--- src/rtl/seven_segment_reader_if.sv ---
// Display-bus bundle for seven_segment_reader: the snooped anode/segment lines
// plus the recovered digit state.
interface seven_segment_reader_if #(
    parameter int DIGITS = 4
);
    logic [DIGITS-1:0]   an;
    logic [6:0]          segment;
    logic [4*DIGITS-1:0] digits;
    logic [DIGITS-1:0]   blank_mask;
    logic [DIGITS-1:0]   valid_mask;
    logic                frame_valid;
    logic                err;

    modport master (
        output an, segment,
        input  digits, blank_mask, valid_mask, frame_valid, err
    );

    modport slave (
        input  an, segment,
        output digits, blank_mask, valid_mask, frame_valid, err
    );
endinterface

--- src/rtl/seven_segment_reader.sv ---
// Recovers digit values from a multiplexed active-low 7-segment bus.
// Define SEVEN_SEGMENT_READER_HEX_EN to also decode A-F.
module seven_segment_reader #(
    parameter int DIGITS        = 4,
    parameter int STABLE_CYCLES = 4
) (
    input logic                  clk,
    input logic                  rst,
    seven_segment_reader_if.slave bus
);
    localparam int CW = $clog2(STABLE_CYCLES + 1);

    typedef enum logic [1:0] {IDLE, SETTLE, HELD} state_t;

    state_t              state_q, state_d;
    logic [DIGITS-1:0]   s_an_q, s_an_d;
    logic [6:0]          s_seg_q, s_seg_d;
    logic [CW-1:0]       cnt_q, cnt_d;
    logic [4*DIGITS-1:0] digits_q, digits_d;
    logic [DIGITS-1:0]   blank_q, blank_d;
    logic [DIGITS-1:0]   valid_q, valid_d;
    logic [DIGITS-1:0]   seen_q, seen_d;
    logic                frame_q, frame_d;
    logic                err_q, err_d;

    logic                changed;
    logic                capture;
    logic [DIGITS-1:0]   an_sel;
    logic                an_legal;
    logic                dec_ok;
    logic                dec_blank;
    logic [3:0]          dec_val;
    logic [DIGITS-1:0]   seen_n;

    always_comb begin
        dec_ok    = 1'b1;
        dec_blank = 1'b0;
        dec_val   = 4'h0;
        case (s_seg_q)
            7'b1000000: dec_val = 4'h0;
            7'b1111001: dec_val = 4'h1;
            7'b0100100: dec_val = 4'h2;
            7'b0110000: dec_val = 4'h3;
            7'b0011001: dec_val = 4'h4;
            7'b0010010: dec_val = 4'h5;
            7'b0000010: dec_val = 4'h6;
            7'b1111000: dec_val = 4'h7;
            7'b0000000: dec_val = 4'h8;
            7'b0010000: dec_val = 4'h9;
            7'b1111111: dec_blank = 1'b1;
`ifdef SEVEN_SEGMENT_READER_HEX_EN
            7'b0001000: dec_val = 4'hA;
            7'b0000011: dec_val = 4'hB;
            7'b1000110: dec_val = 4'hC;
            7'b0100001: dec_val = 4'hD;
            7'b0000110: dec_val = 4'hE;
            7'b0001110: dec_val = 4'hF;
`endif
            default:    dec_ok = 1'b0;
        endcase
    end

    always_comb begin
        s_an_d   = bus.an;
        s_seg_d  = bus.segment;
        state_d  = state_q;
        cnt_d    = cnt_q;
        digits_d = digits_q;
        blank_d  = blank_q;
        valid_d  = valid_q;
        seen_d   = seen_q;
        frame_d  = 1'b0;
        err_d    = 1'b0;

        // A new sample arriving on the would-be capture edge wins over capture.
        changed  = {bus.an, bus.segment} != {s_an_q, s_seg_q};
        capture  = (state_q == SETTLE) && !changed && (cnt_q == CW'(STABLE_CYCLES));
        an_sel   = ~s_an_q;
        an_legal = $onehot(an_sel);
        seen_n   = (|(seen_q & an_sel)) ? an_sel : (seen_q | an_sel);

        if (changed) begin
            cnt_d = CW'(1);
        end else if (cnt_q != CW'(STABLE_CYCLES)) begin
            cnt_d = cnt_q + 1'b1;
        end

        if (changed) begin
            state_d = (&bus.an) ? IDLE : SETTLE;
        end else if (capture) begin
            state_d = HELD;
        end

        if (capture) begin
            if (an_legal && dec_ok) begin
                for (int unsigned i = 0; i < DIGITS; i++) begin
                    if (an_sel[i]) begin
                        digits_d[4*i +: 4] = dec_val;
                        blank_d[i]         = dec_blank;
                        valid_d[i]         = 1'b1;
                    end
                end
                if (&seen_n) begin
                    frame_d = 1'b1;
                    seen_d  = '0;
                end else begin
                    seen_d  = seen_n;
                end
            end else begin
                err_d  = 1'b1;
                seen_d = '0;
            end
        end
    end

    always_ff @(posedge clk) begin
        if (rst) begin
            state_q  <= IDLE;
            s_an_q   <= '1;
            s_seg_q  <= '1;
            cnt_q    <= '0;
            digits_q <= '0;
            blank_q  <= '0;
            valid_q  <= '0;
            seen_q   <= '0;
            frame_q  <= 1'b0;
            err_q    <= 1'b0;
        end else begin
            state_q  <= state_d;
            s_an_q   <= s_an_d;
            s_seg_q  <= s_seg_d;
            cnt_q    <= cnt_d;
            digits_q <= digits_d;
            blank_q  <= blank_d;
            valid_q  <= valid_d;
            seen_q   <= seen_d;
            frame_q  <= frame_d;
            err_q    <= err_d;
        end
    end

    assign bus.digits      = digits_q;
    assign bus.blank_mask  = blank_q;
    assign bus.valid_mask  = valid_q;
    assign bus.frame_valid = frame_q;
    assign bus.err         = err_q;
endmodule

--- src/flat_wrapper.sv ---
// flat-port wrapper written by rule: the top's interface ports become plain ports
module seven_segment_reader_flat 
#(
    parameter int DIGITS        = 4,
    parameter int STABLE_CYCLES = 4
)
  (clk, rst, bus_an, bus_segment, bus_digits, bus_blank_mask, bus_valid_mask, bus_frame_valid, bus_err);
  seven_segment_reader_if #(.DIGITS(DIGITS)) bus_i ();
  input logic clk;
  input logic rst;
  input wire logic [$bits(bus_i.an)-1:0] bus_an;
  input wire logic [$bits(bus_i.segment)-1:0] bus_segment;
  output wire logic [$bits(bus_i.digits)-1:0] bus_digits;
  output wire logic [$bits(bus_i.blank_mask)-1:0] bus_blank_mask;
  output wire logic [$bits(bus_i.valid_mask)-1:0] bus_valid_mask;
  output wire logic [$bits(bus_i.frame_valid)-1:0] bus_frame_valid;
  output wire logic [$bits(bus_i.err)-1:0] bus_err;
  assign bus_i.an = bus_an;
  assign bus_i.segment = bus_segment;
  assign bus_digits = bus_i.digits;
  assign bus_blank_mask = bus_i.blank_mask;
  assign bus_valid_mask = bus_i.valid_mask;
  assign bus_frame_valid = bus_i.frame_valid;
  assign bus_err = bus_i.err;
  seven_segment_reader #(.DIGITS(DIGITS), .STABLE_CYCLES(STABLE_CYCLES)) u_core (.clk(clk), .rst(rst), .bus(bus_i));
endmodule
--- config.mk ---
export PLATFORM = sky130hd
export DESIGN_NAME = seven_segment_reader_flat
export DESIGN_NICKNAME = d
export VERILOG_FILES = /design/src/rtl/seven_segment_reader_if.sv /design/src/rtl/seven_segment_reader.sv /design/src/flat_wrapper.sv
export SDC_FILE = /design/constraint.sdc
export NUM_CORES = 1
export LEC_CHECK = 0
export ABC_AREA = 1
export BUFFER_PORTS_ARGS = -buffer_cell sky130_fd_sc_hd__buf_2
export CORE_MARGIN = 8
export CORE_UTILIZATION = 62
export CTS_BUF_LIST = sky130_fd_sc_hd__clkbuf_8
export DETAILED_ROUTE_END_ITERATION = 8
export PLACE_DENSITY_LB_ADDON = 0.15
export SKIP_LAST_GASP = 1
export SLEW_MARGIN = 15
export SYNTH_ARGS = -nofsm -noshare
export SYNTH_HDL_FRONTEND = slang
export SYNTH_SLANG_ARGS = --single-unit
--- constraint.sdc ---
create_clock -name clk -period 5 [get_ports clk]
set_input_delay 1.5 -clock clk [delete_from_list [all_inputs] [get_ports clk]]
set_output_delay 1.5 -clock clk [all_outputs]
set_load 0.02 [all_outputs]
==> results.md, run 1 <==
* Dominant cells by area after synthesis: sky130_fd_sc_hd__dfxtp_1 (41%), sky130_fd_sc_hd__nand2_1 (16%), sky130_fd_sc_hd__nor2_1 (7.0%), sky130_fd_sc_hd__a21oi_1 (6.9%), sky130_fd_sc_hd__nand3_1 (6.2%)
* Critical path cell sequence: inv_1 -> ha_1 -> ha_1 -> fa_1 -> nor3b_1 -> nand2_1 -> nor2_4 -> nand2_1 -> nand2_1 -> nand2_1 -> nor2_1
* Critical Path Fanout Max at 42
* Critical path's slowest cell: sky130_fd_sc_hd__nor2_4
* Cell class contributing the biggest share of worst-path delay: simple AND/OR/NAND/NOR gates
* Kind of critical path: flip-flop to flip-flop
* Leading cell type by number of instances after synthesis: sky130_fd_sc_hd__nand2_1
* First-pass GRT wire length at 8369 µm
* Register area share after synthesis at 40.87%
* Number of nets still failing antenna checks after routing at 0
* Final number of setup-violating endpoints at 0
* Cell area after synthesis at 2253 µm²
* Hold Crit Class: flip-flop to flip-flop
* Core area at 3578 µm²
* Normalized max-slew margin at 33.36%
* Flip-flop and latch count after synthesis at 46
* Cell mode on critical path: sky130_fd_sc_hd__nand2_1
* Worst setup skew after layout at 0.01125 ns
* Fraction of the core area covered by cells at the end of the flow at 70.63%
* Cell types with the highest counts after synthesis: sky130_fd_sc_hd__nand2_1 (94), sky130_fd_sc_hd__dfxtp_1 (46), sky130_fd_sc_hd__nor2_1 (42)
* Actual transition at the worst max-transition pin at 0.9985 ns
* Top-area cell type share of the netlist area at 40.87%
* Clock network latency to the later pin of the worst-skew pair at 0.31 ns
* Root Buffer Master: sky130_fd_sc_hd__clkbuf_8
* IO buf count at 38
* Post-detailed-routing wire length at 4993 µm
* Highest achievable clock rate at 304.8 MHz
* First-pass detailed-route iteration total at 5
* Post-Syn Area per Cell at 6.870 µm²
* Largest stage delay on the critical path at 0.66 ns
* Worst hold slack at 0.4555 ns
* H-Tree Depth at 2
* Share of layout cells above drive strength 1 at 16.80%
* Global routing usage summed across all routing layers at 17.30%
* Final antenna diode count at 0
* Critical path data required time at 5.24 ns
* Share of the cycle needed by the critical path after routing at 65.61%
* Element type at the critical path start: flip-flop
* Post-CTS resize count at 0
* Clock tree from TritonCTS: done
* Hold Fails Final Rpt at 0
* Net count, final at 381
* Number of hold buffers added after CTS at 0
* Pre-CTS setup slack at 1.490 ns
* Via count of the first global-routing pass at 1912
* Post-CTS setup buffers at 0
* Clk buf depth at 2
* Global route total overflow at 0
* Flip-flop and latch area at 920.9 µm²
* Lkg Pwr at 1.263 nW
* Vias per inst at 5.122
* Initial standard-cell utilization of the core at 62.97%
* Number of max-slew violations in the final report at 0
* Die outline height at 76.29 µm
* # rows at 22
* Combined buffer and inverter count along the critical path at 1
* Max IR drop VDD at 0.1705 mV
* Count of flip-flops with a built-in enable after synthesis at 0
* Initial antenna violation count at 0
* Setup TNS at 0 ns
* Synthesis-to-finish area growth at 12.16%
* Cell variety after synth at 28
* Critical path endpoint category: flip-flop
* Leading area contributor after synthesis: sky130_fd_sc_hd__dfxtp_1
* Final GP Congestion at 0.8510
* Layout filler cell count at 327
* Syn_nets at 347
* Via count at 2105
* Area used by multi-input combinational logic at 1120 µm²
* Max-Cap Viols at 0
* Min Tclk post-route at 3.280 ns
* Clock transition at the registers of the reported paths at 0.09 ns
* Warnings, synthesis at 0
* Final Instance Area at 2527 µm²
* Power density over the cells at 261.5 nW/µm²
* Die boundary width at 76.29 µm
* Remaining design rule violation count at 0
* RSZ-0062 raised after global routing: false
* Violation count after the first detailed-routing iteration at 154
* Final routed wire length divided by cell count at 12.15 µm
* Post-synthesis instance total at 328
* Worst setup margin at 1.720 ns
* Run status: complete, no violations
* Fraction of registers with async set or reset after synthesis at 0%
* Detailed-placement wirelength estimate at 3523 µm
* Critical path data arrival time at 3.52 ns
* Number of clock sinks at 46
* Largest net degree at the start of global routing at 43
* Placed Area at 2441 µm²
* Prevailing post-synth register cell: sky130_fd_sc_hd__dfxtp_1
* Die Area at 5819 µm²
* I/O pin count at 39
* Num CTS Buffers at 5
==> power by group <==
| group | leakage [nW] | internal [W] | total [W] | switching [W] |
|---|---|---|---|---|
| clock network | 0.0493 | 0.0000967 | 0.000224 | 0.000127 |
| registers | 0.374 | 0.000372 | 0.000379 | 0.00000678 |
| logic | 0.839 | 0.0000200 | 0.0000589 | 0.0000389 |
==> layout make-up <==
cell class                      instances  area share [%]
Inverter                               40           5.941
Multi-Input combinational cell        231           44.31
Timing Repair Buffer                   38           7.525
Clock inverter                          3          0.6931
Clock buffer                            5           2.723
Tap cell                               48           2.376
Sequential cell                        46           36.44
==> worst reg2reg max path: stages, from the launching register on <==
cell and delay [ns]:
sky130_fd_sc_hd__dfxtp_1 0.33, sky130_fd_sc_hd__inv_1 0.37, sky130_fd_sc_hd__ha_1 0.33, sky130_fd_sc_hd__ha_1 0.20, sky130_fd_sc_hd__fa_1 0.44, sky130_fd_sc_hd__nor3b_1 0.26, sky130_fd_sc_hd__nand2_1 0.14, sky130_fd_sc_hd__nor2_4 0.66
sky130_fd_sc_hd__nand2_1 0.20, sky130_fd_sc_hd__nand2_1 0.12, sky130_fd_sc_hd__nand2_1 0.06, sky130_fd_sc_hd__nor2_1 0.12
==> placed cells by master (no fill, tap or decap), drive strengths merged <==
| cell | count |
|---|---|
| a21oi | 31 |
| buf | 38 |
| clkbuf | 5 |
| clkinv | 2 |
| dfxtp | 46 |
| fa | 1 |
| ha | 5 |
| inv | 41 |
| nand2 | 96 |
| nand3 | 29 |
| nand4 | 3 |
| nor2 | 48 |
| nor3 | 2 |
| nor3b | 1 |
| o2111a | 1 |
| o21ai | 7 |
| o41ai | 1 |
| or2 | 1 |
| xnor2 | 4 |
| xor2 | 1 |
==> cell families after synthesis <==
logic type,synth area share (%)
buffers and inverters,9.439
flip-flops,40.87
AND/OR/NAND/NOR,34.76
XOR/XNOR,1.943
adder cells (fa/ha/maj),3.665
AO/OA/AOI/OAI,9.328
==> per-layer routing <==
metal | track usage (%) | wire [µm]
met2 | 29.65 | 2389
met3 | 5.542 | 346
met5 | 0 | 0
met4 | 6.923 | 78
met1 | 19.30 | 2178
==> stage by stage <==
| stage | total power, W | instances |
|---|---|---|
| 3_3_place_gp | 0.0004441 | 403 |
| 5_1_grt | 0.0006901 | 411 |
| 2_1_floorplan | 0.0004297 | 328 |
| 4_1_cts | 0.0006640 | 411 |
| 3_5_place_dp | 0.0004455 | 403 |
| 6_report | 0.0006610 | 411 |
==> path summary, 6_finish.rpt <==
kind,start,slack (ns),cells past startpoint,to
worst max-delay path,u_core.s_an_q[3],1.72,11,u_core.bus.blank_mask[1]
worst min-delay path,u_core.bus.valid_mask[0],0.46,2,u_core.bus.valid_mask[0]
worst max register to register,u_core.s_an_q[3],1.72,11,u_core.bus.blank_mask[1]
worst min register to register,u_core.bus.valid_mask[0],0.46,2,u_core.bus.valid_mask[0]
==> sequential cells by signal, summed over array words and instances, names as in the netlist, 2 cells and up <==
register,flops
u_core.bus.blank_mask,4
u_core.s_an_q,4
u_core.bus.digits,16
u_core.s_seg_q,7
u_core.state_q,2
u_core.bus.valid_mask,4
u_core.cnt_q,3
u_core.seen_q,4
Power figures use the tool's default switching activity.
==> run 2, diff against run 1 <==
- ABC_AREA: 1 -> 0
- CORE_UTILIZATION: 62 -> 52
- clock period: 5 -> 2.7 ns (I/O delays scaled with it)
==> run 2 against run 1 <==
Net effect: clock power rose by 130%; final area grew 4.8%; largest power group unchanged; clock-buffer cell count is the same.
==> results.md, run 2 <==
* Run status: complete, no violations
* Die boundary width at 82.58 µm
* Kind of critical path: flip-flop to flip-flop
* Share of the cycle needed by the critical path after routing at 92.71%
* Leading cell type by number of instances after synthesis: sky130_fd_sc_hd__dfxtp_1
* Core area at 4324 µm²
* Critical path endpoint category: flip-flop
* Flip-flop and latch count after synthesis at 46
* Share of total power in the clock network at 38.8%
* Detailed-placement wirelength estimate at 3644 µm
* Violation count after the first detailed-routing iteration at 64
* Number of max-slew violations in the final report at 0
* RSZ-0062 raised after global routing: false
* Clock transition at the registers of the reported paths at 0.09 ns
* Actual transition at the worst max-transition pin at 0.7391 ns
* Reg power frac at 53.0%
* Most common library cell in the layout ignoring fill and taps: sky130_fd_sc_hd__dfxtp_1
* Worst setup margin at 0.1970 ns
* Via count of the first global-routing pass at 1757
* Vias per inst at 5.503
* Flip-flop and latch area at 922.1 µm²
* Layout filler cell count at 396
* Share of layout cells above drive strength 1 at 27.57%
* Switching part of the total at 23.16%
* Post-synthesis instance total at 232
* Fraction of registers with async set or reset after synthesis at 0%
* Register area share after synthesis at 39.96%
* I/O pin count at 39
* Leading area contributor after synthesis: sky130_fd_sc_hd__dfxtp_1
* Worst setup skew after layout at 0.006620 ns
* Global route total overflow at 0
* Power density over the cells at 502.5 nW/µm²
* Lkg Pwr at 1.103 nW
* Pre-CTS setup slack at -0.006494 ns
* Net switching power figure at 0.0003081 W
* Initial standard-cell utilization of the core at 53.30%
* Post-detailed-routing wire length at 4908 µm
* Clock network latency to the later pin of the worst-skew pair at 0.30 ns
* Hold Crit Class: flip-flop to flip-flop
* Commonest cells after routing, fill and taps aside: sky130_fd_sc_hd__dfxtp_1 (45), sky130_fd_sc_hd__buf_2 (38), sky130_fd_sc_hd__nand2b_1 (27), sky130_fd_sc_hd__mux2i_1 (21), sky130_fd_sc_hd__or2_2 (12)
* Final antenna diode count at 0
* First-pass detailed-route iteration total at 4
* Final GP Congestion at 0.8747
* Min Tclk post-route at 2.503 ns
* Post-Syn Area per Cell at 9.934 µm²
* Max FFs per register at 16
* Initial antenna violation count at 0
* Clock tree from TritonCTS: done
* Net count, final at 290
* Final routed wire length divided by cell count at 15.15 µm
* Clk buf depth at 2
* Highest achievable clock rate at 399.5 MHz
* Die outline height at 82.58 µm
* Num CTS Buffers at 5
* Dominant cells by area after synthesis: sky130_fd_sc_hd__dfxtp_1 (40%), sky130_fd_sc_hd__mux2i_1 (9.1%), sky130_fd_sc_hd__nand2b_1 (7.3%), sky130_fd_sc_hd__xnor2_1 (3.8%), sky130_fd_sc_hd__or2_2 (3.3%)
* Normalized max-slew margin at 50.73%
* First-pass GRT wire length at 8107 µm
* # rows at 24
* Largest net degree at the start of global routing at 53
* Number of nets still failing antenna checks after routing at 0
* Via count at 1783
* Count of flip-flops with a built-in enable after synthesis at 0
* Number of clock sinks at 46
* Synthesis-to-finish area growth at 14.88%
* Cell area after synthesis at 2305 µm²
* IO buf count at 38
* Element type at the critical path start: flip-flop
* Root Buffer Master: sky130_fd_sc_hd__clkbuf_8
* Remaining design rule violation count at 0
* Critical path data arrival time at 2.73 ns
* H-Tree Depth at 2
* Cell types with the highest counts after synthesis: sky130_fd_sc_hd__dfxtp_1 (46), sky130_fd_sc_hd__nand2b_1 (27), sky130_fd_sc_hd__mux2i_1 (21)
* Die Area at 6819 µm²
* Prevailing post-synth register cell: sky130_fd_sc_hd__dfxtp_1
* Max IR drop VDD at 0.3340 mV
* Portion of total power attributed to combinational logic at 8.2%
* Final number of setup-violating endpoints at 0
* Top-area cell type share of the netlist area at 39.96%
* Critical Path Fanout Max at 6
* Global routing usage summed across all routing layers at 15.12%
* Internal power summed over all cells at 0.001022 W
* Worst hold slack at 0.4727 ns
* Warnings, synthesis at 0
* Syn_nets at 251
* Hold Fails Final Rpt at 0
* Area used by multi-input combinational logic at 1275 µm²
* Max-Cap Viols at 0
* Critical path data required time at 2.93 ns
* Cell variety after synth at 47
[run 2: cell types whose count changed after synthesis, moves of 5 or more]
cell                       before  now
sky130_fd_sc_hd__a21oi_1       31    4
sky130_fd_sc_hd__and4_1         0    5
sky130_fd_sc_hd__inv_1         35    6
sky130_fd_sc_hd__inv_2          5    0
sky130_fd_sc_hd__mux2i_1        0   21
sky130_fd_sc_hd__nand2_1       94    4
sky130_fd_sc_hd__nand2b_1       0   27
sky130_fd_sc_hd__nand3_1       28    2
sky130_fd_sc_hd__nor2_1        42    9
sky130_fd_sc_hd__or2_2          1   12
sky130_fd_sc_hd__xnor2_1        4   10
[run 2: per-layer routing]
| layer | wire length, µm | track usage, % | vias to the layer above |
|---|---|---|---|
| met5 | 0 | 0 | - |
| met4 | 55 | 5.172 | 0 |
| met3 | 256 | 3.788 | 5 |
| met2 | 2358 | 25.53 | 28 |
| met1 | 2237 | 18.27 | 844 |
| li1 | - | - | 906 |
[run 2: worst max-delay path, stage by stage (launching register included)]
cell                       delay [ns]
sky130_fd_sc_hd__dfxtp_2         0.38
sky130_fd_sc_hd__inv_1           0.07
sky130_fd_sc_hd__ha_1            0.28
sky130_fd_sc_hd__ha_1            0.21
sky130_fd_sc_hd__fa_1            0.45
sky130_fd_sc_hd__nor3b_2         0.20
sky130_fd_sc_hd__nand2b_1        0.14
sky130_fd_sc_hd__nor2_1          0.13
sky130_fd_sc_hd__and4_1          0.20
sky130_fd_sc_hd__buf_4           0.17
sky130_fd_sc_hd__mux2i_1         0.20
[run 2: worst paths after layout]
check                                                end                startpoint  cells after the start  slack, ns
worst max-delay path               u_core.bus.digits[12]          u_core.s_an_q[1]                     10       0.20
worst min register to register  u_core.bus.valid_mask[2]  u_core.bus.valid_mask[2]                      1       0.47
worst max register to register     u_core.bus.digits[12]          u_core.s_an_q[1]                     10       0.20
worst min-delay path            u_core.bus.valid_mask[2]  u_core.bus.valid_mask[2]                      1       0.47
[run 2: logic make-up (layout without fill, tap and decap cells)]
logic type	after synthesis	in the layout	synth area share [%]
and+or+nand+nor	88	88	24.21
buffers and inverters	20	60	5.048
xor gates and xnor gates	13	13	4.940
adders and majority gates	6	6	3.583
AOI/OAI and AO/OA	37	37	12.49
muxes	22	22	9.772
DFF	46	46	39.96
[run 2: area by class of cell]
cell class              count  area share (%)
inverters                   6          0.8507
clock inverters             3           1.654
multi-input cells         166           48.16
well taps                  52           2.457
flip-flops and latches     46           34.83
clock buffers               5           2.599
repair buffers             46           9.452
[run 2: power groups by stage]
stage,sequential [W],clock (W),combinational [W]
3_3_place_gp,0.000721,0,0.000106
4_1_cts,0.000705,0.000526,0.000108
2_1_floorplan,0.000712,0,0.0000842
5_1_grt,0.000708,0.000552,0.000121
6_report,0.000705,0.000517,0.000109
3_5_place_dp,0.000721,0,0.000107
[run 2: stage by stage]
stage	total power, W	cells	setup TNS [ns]	cell area (µm²)	util (%)
3_3_place_gp	0.0008274	316	0	2526	58.42
5_1_grt	0.001382	324	0	2648	61.23
6_report	0.001330	324	0	2648	61.23
3_5_place_dp	0.0008281	316	-0.01393	2526	58.42
4_1_cts	0.001339	324	0	2641	61.08
2_1_floorplan	0.0007963	232	0	2305	-
[run 2: timing repair]
action,4_1_cts,5_1_grt
resized for setup,2,2
setup endpoints to repair,4,24
setup buffers,0,0
hold buffers,0,0
endpoints found under the hold margin,0,0
==> run 3, diff against run 2 <==
- CORE_UTILIZATION: 52 -> 50
- CTS_BUF_LIST: sky130_fd_sc_hd__clkbuf_8 -> default
==> run 3 against run 2 <==
Net effect: hold slack hardly changed; clock-buffer cell count is 1 higher; sequential power hardly changed; critical path depth stayed put; via count is 0.22% higher; die area is 3.2% higher.
==> results.md, run 3 (same netlist as run 2, synthesis figures left out) <==
* Run status: complete, no violations
* Clock network latency to the later pin of the worst-skew pair at 0.30 ns
* Max-Cap Viols at 0
* Hold Crit Class: flip-flop to flip-flop
* Layout filler cell count at 394
* Commonest cells after routing, fill and taps aside: sky130_fd_sc_hd__dfxtp_1 (46), sky130_fd_sc_hd__buf_2 (38), sky130_fd_sc_hd__nand2b_1 (27), sky130_fd_sc_hd__mux2i_1 (21), sky130_fd_sc_hd__or2_2 (12)
* Most common library cell in the layout ignoring fill and taps: sky130_fd_sc_hd__dfxtp_1
* Area used by multi-input combinational logic at 1280 µm²
* Normalized max-slew margin at 50.06%
* Remaining design rule violation count at 0
* Worst setup skew after layout at 0.005794 ns
* Initial antenna violation count at 0
* Via count of the first global-routing pass at 1709
* Share of the cycle needed by the critical path after routing at 91.65%
* Initial standard-cell utilization of the core at 52.57%
* Number of clock sinks at 46
* RSZ-0062 raised after global routing: false
* Combined buffer and inverter count along the critical path at 2
* Share of layout cells above drive strength 1 at 27.21%
* Setup TNS at 0 ns
* Placed Area at 2526 µm²
* Largest stage delay on the critical path at 0.45 ns
* Final Instance Area at 2649 µm²
* Net count, final at 290
* Root Buffer Master: sky130_fd_sc_hd__clkbuf_8
* Power density over the cells at 502.4 nW/µm²
* Synthesis-to-finish area growth at 14.93%
* I/O pin count at 39
* Cell class contributing the biggest share of worst-path delay: adder cells
* Detailed-placement wirelength estimate at 3550 µm
* Internal power summed over all cells at 0.001023 W
* Hold Fails Final Rpt at 0
* Lkg Pwr at 1.097 nW
* First-pass GRT wire length at 8390 µm
* IO buf count at 38
* Number of max-slew violations in the final report at 0
* Final antenna diode count at 0
* Clock tree from TritonCTS: done
* Global routing usage summed across all routing layers at 14.41%
* Via count at 1787
* Global route total overflow at 0
* Vias per inst at 5.515
* Post-detailed-routing wire length at 5039 µm
* First-pass detailed-route iteration total at 4
* Net switching power figure at 0.0003079 W
* Element type at the critical path start: flip-flop
* Critical path data required time at 2.93 ns
* Die outline height at 83.89 µm
* Min Tclk post-route at 2.475 ns
* Cell mode on critical path: sky130_fd_sc_hd__ha_1
* Die boundary width at 83.89 µm
* Final number of setup-violating endpoints at 0
* Critical path's slowest cell: sky130_fd_sc_hd__fa_1
* Share of total power in the clock network at 38.4%
* Max FFs per register at 16
* Highest achievable clock rate at 404.1 MHz
* Critical path cell sequence: inv_1 -> ha_1 -> ha_1 -> fa_1 -> nor3b_2 -> nand2b_1 -> nor2_1 -> and4_1 -> buf_4 -> mux2i_1
* Critical Path Fanout Max at 6
* H-Tree Depth at 2
* Core area at 4384 µm²
* Switching part of the total at 23.13%
* Violation count after the first detailed-routing iteration at 95
* Total Power at 0.001331 W
* Portion of total power attributed to combinational logic at 8.6%
* Number of nets still failing antenna checks after routing at 0
* Clock transition at the registers of the reported paths at 0.09 ns
* Die Area at 7038 µm²
* Num CTS Buffers at 5
* Critical path data arrival time at 2.71 ns
* Largest net degree at the start of global routing at 53
* Actual transition at the worst max-transition pin at 0.7491 ns
* Final GP Congestion at 0.8377
* Flip-flop and latch area at 920.9 µm²
* R2R Setup Slk at 0.23 ns
* Reg power frac at 52.9%
* Kind of critical path: flip-flop to flip-flop
* Max IR drop VDD at 0.3186 mV
* Final routed wire length divided by cell count at 15.55 µm
* Clk buf depth at 2
* # rows at 24
* Critical path endpoint category: flip-flop
==> run 3: cell types whose count changed in the layout (fill, tap and decap cells not counted), sizes merged <==
cell / previous run / this run
clkbuf: 5 / 6
clkinv: 1 / 0
clkinvlp: 0 / 1
inv: 7 / 6
==> run 3: cell type report <==
cell class	instances	area share [%]
Multi-Input combinational cell	166	48.32
Clock inverter	2	1.417
Sequential cell	46	34.77
Clock buffer	6	2.740
Timing Repair Buffer	46	9.447
Inverter	6	0.8503
Tap cell	52	2.456
==> run 3: worst paths after layout <==
path	start	to	cells after the start
max	u_core.s_an_q[0]	u_core.bus.digits[2]	10
min	u_core.bus.blank_mask[2]	u_core.bus.blank_mask[2]	2
max reg2reg	u_core.s_an_q[0]	u_core.bus.digits[2]	10
min reg2reg	u_core.bus.blank_mask[2]	u_core.bus.blank_mask[2]	2
==> run 3: routing by layer <==
| metal | global-route usage (%) | vias up | routed length, µm | part of all wire, % |
|---|---|---|---|---|
| met5 | 0 | - | 0 | 0 |
| met4 | 4.710 | 0 | 46 | 0.91 |
| met3 | 4.883 | 5 | 255 | 5.1 |
| met2 | 23.93 | 43 | 2434 | 48 |
| met1 | 16.85 | 832 | 2302 | 46 |
| li1 | - | 907 | - | - |
==> run 3: stage by stage <==
step | utilization (%) | hold WS, ns | std cells | setup slack (ns)
2_1_floorplan | - | 0.4718 | 232 | 0.3097
3_3_place_gp | 57.62 | 0.4517 | 316 | 0.1803
5_1_grt | 60.42 | 0.4862 | 324 | 0.06508
4_1_cts | 60.13 | 0.4756 | 324 | 0.07510
6_report | 60.42 | 0.4723 | 324 | 0.2253
3_5_place_dp | 57.62 | 0.4560 | 316 | 0.09760
==> run 3: worst reg2reg max path: cells and delay by family, from the launching register on <==
kind                       cells  cell delay [ns]
buffers and inverters          2             0.24
DFF                            1             0.33
and+or+nand+nor                4             0.69
muxes                          1             0.19
adders and majority gates      3             0.96
==> run 3: repair_timing <==
item                                    in CTS  in global routing
endpoints found under the hold margin        0                  0
resized for setup                            0                  7
endpoints found under the setup margin       0                 18
setup buffers                                0                  0
hold buffers                                 0                  0
==> run 3: power by group through the flow <==
stage	logic [W]	clock network (W)	registers, W
6_report	0.000115	0.000511	0.000704
3_3_place_gp	0.000110	0	0.000720
3_5_place_dp	0.000111	0	0.000720
2_1_floorplan	0.0000842	0	0.000712
4_1_cts	0.000112	0.000522	0.000704
5_1_grt	0.000127	0.000557	0.000707
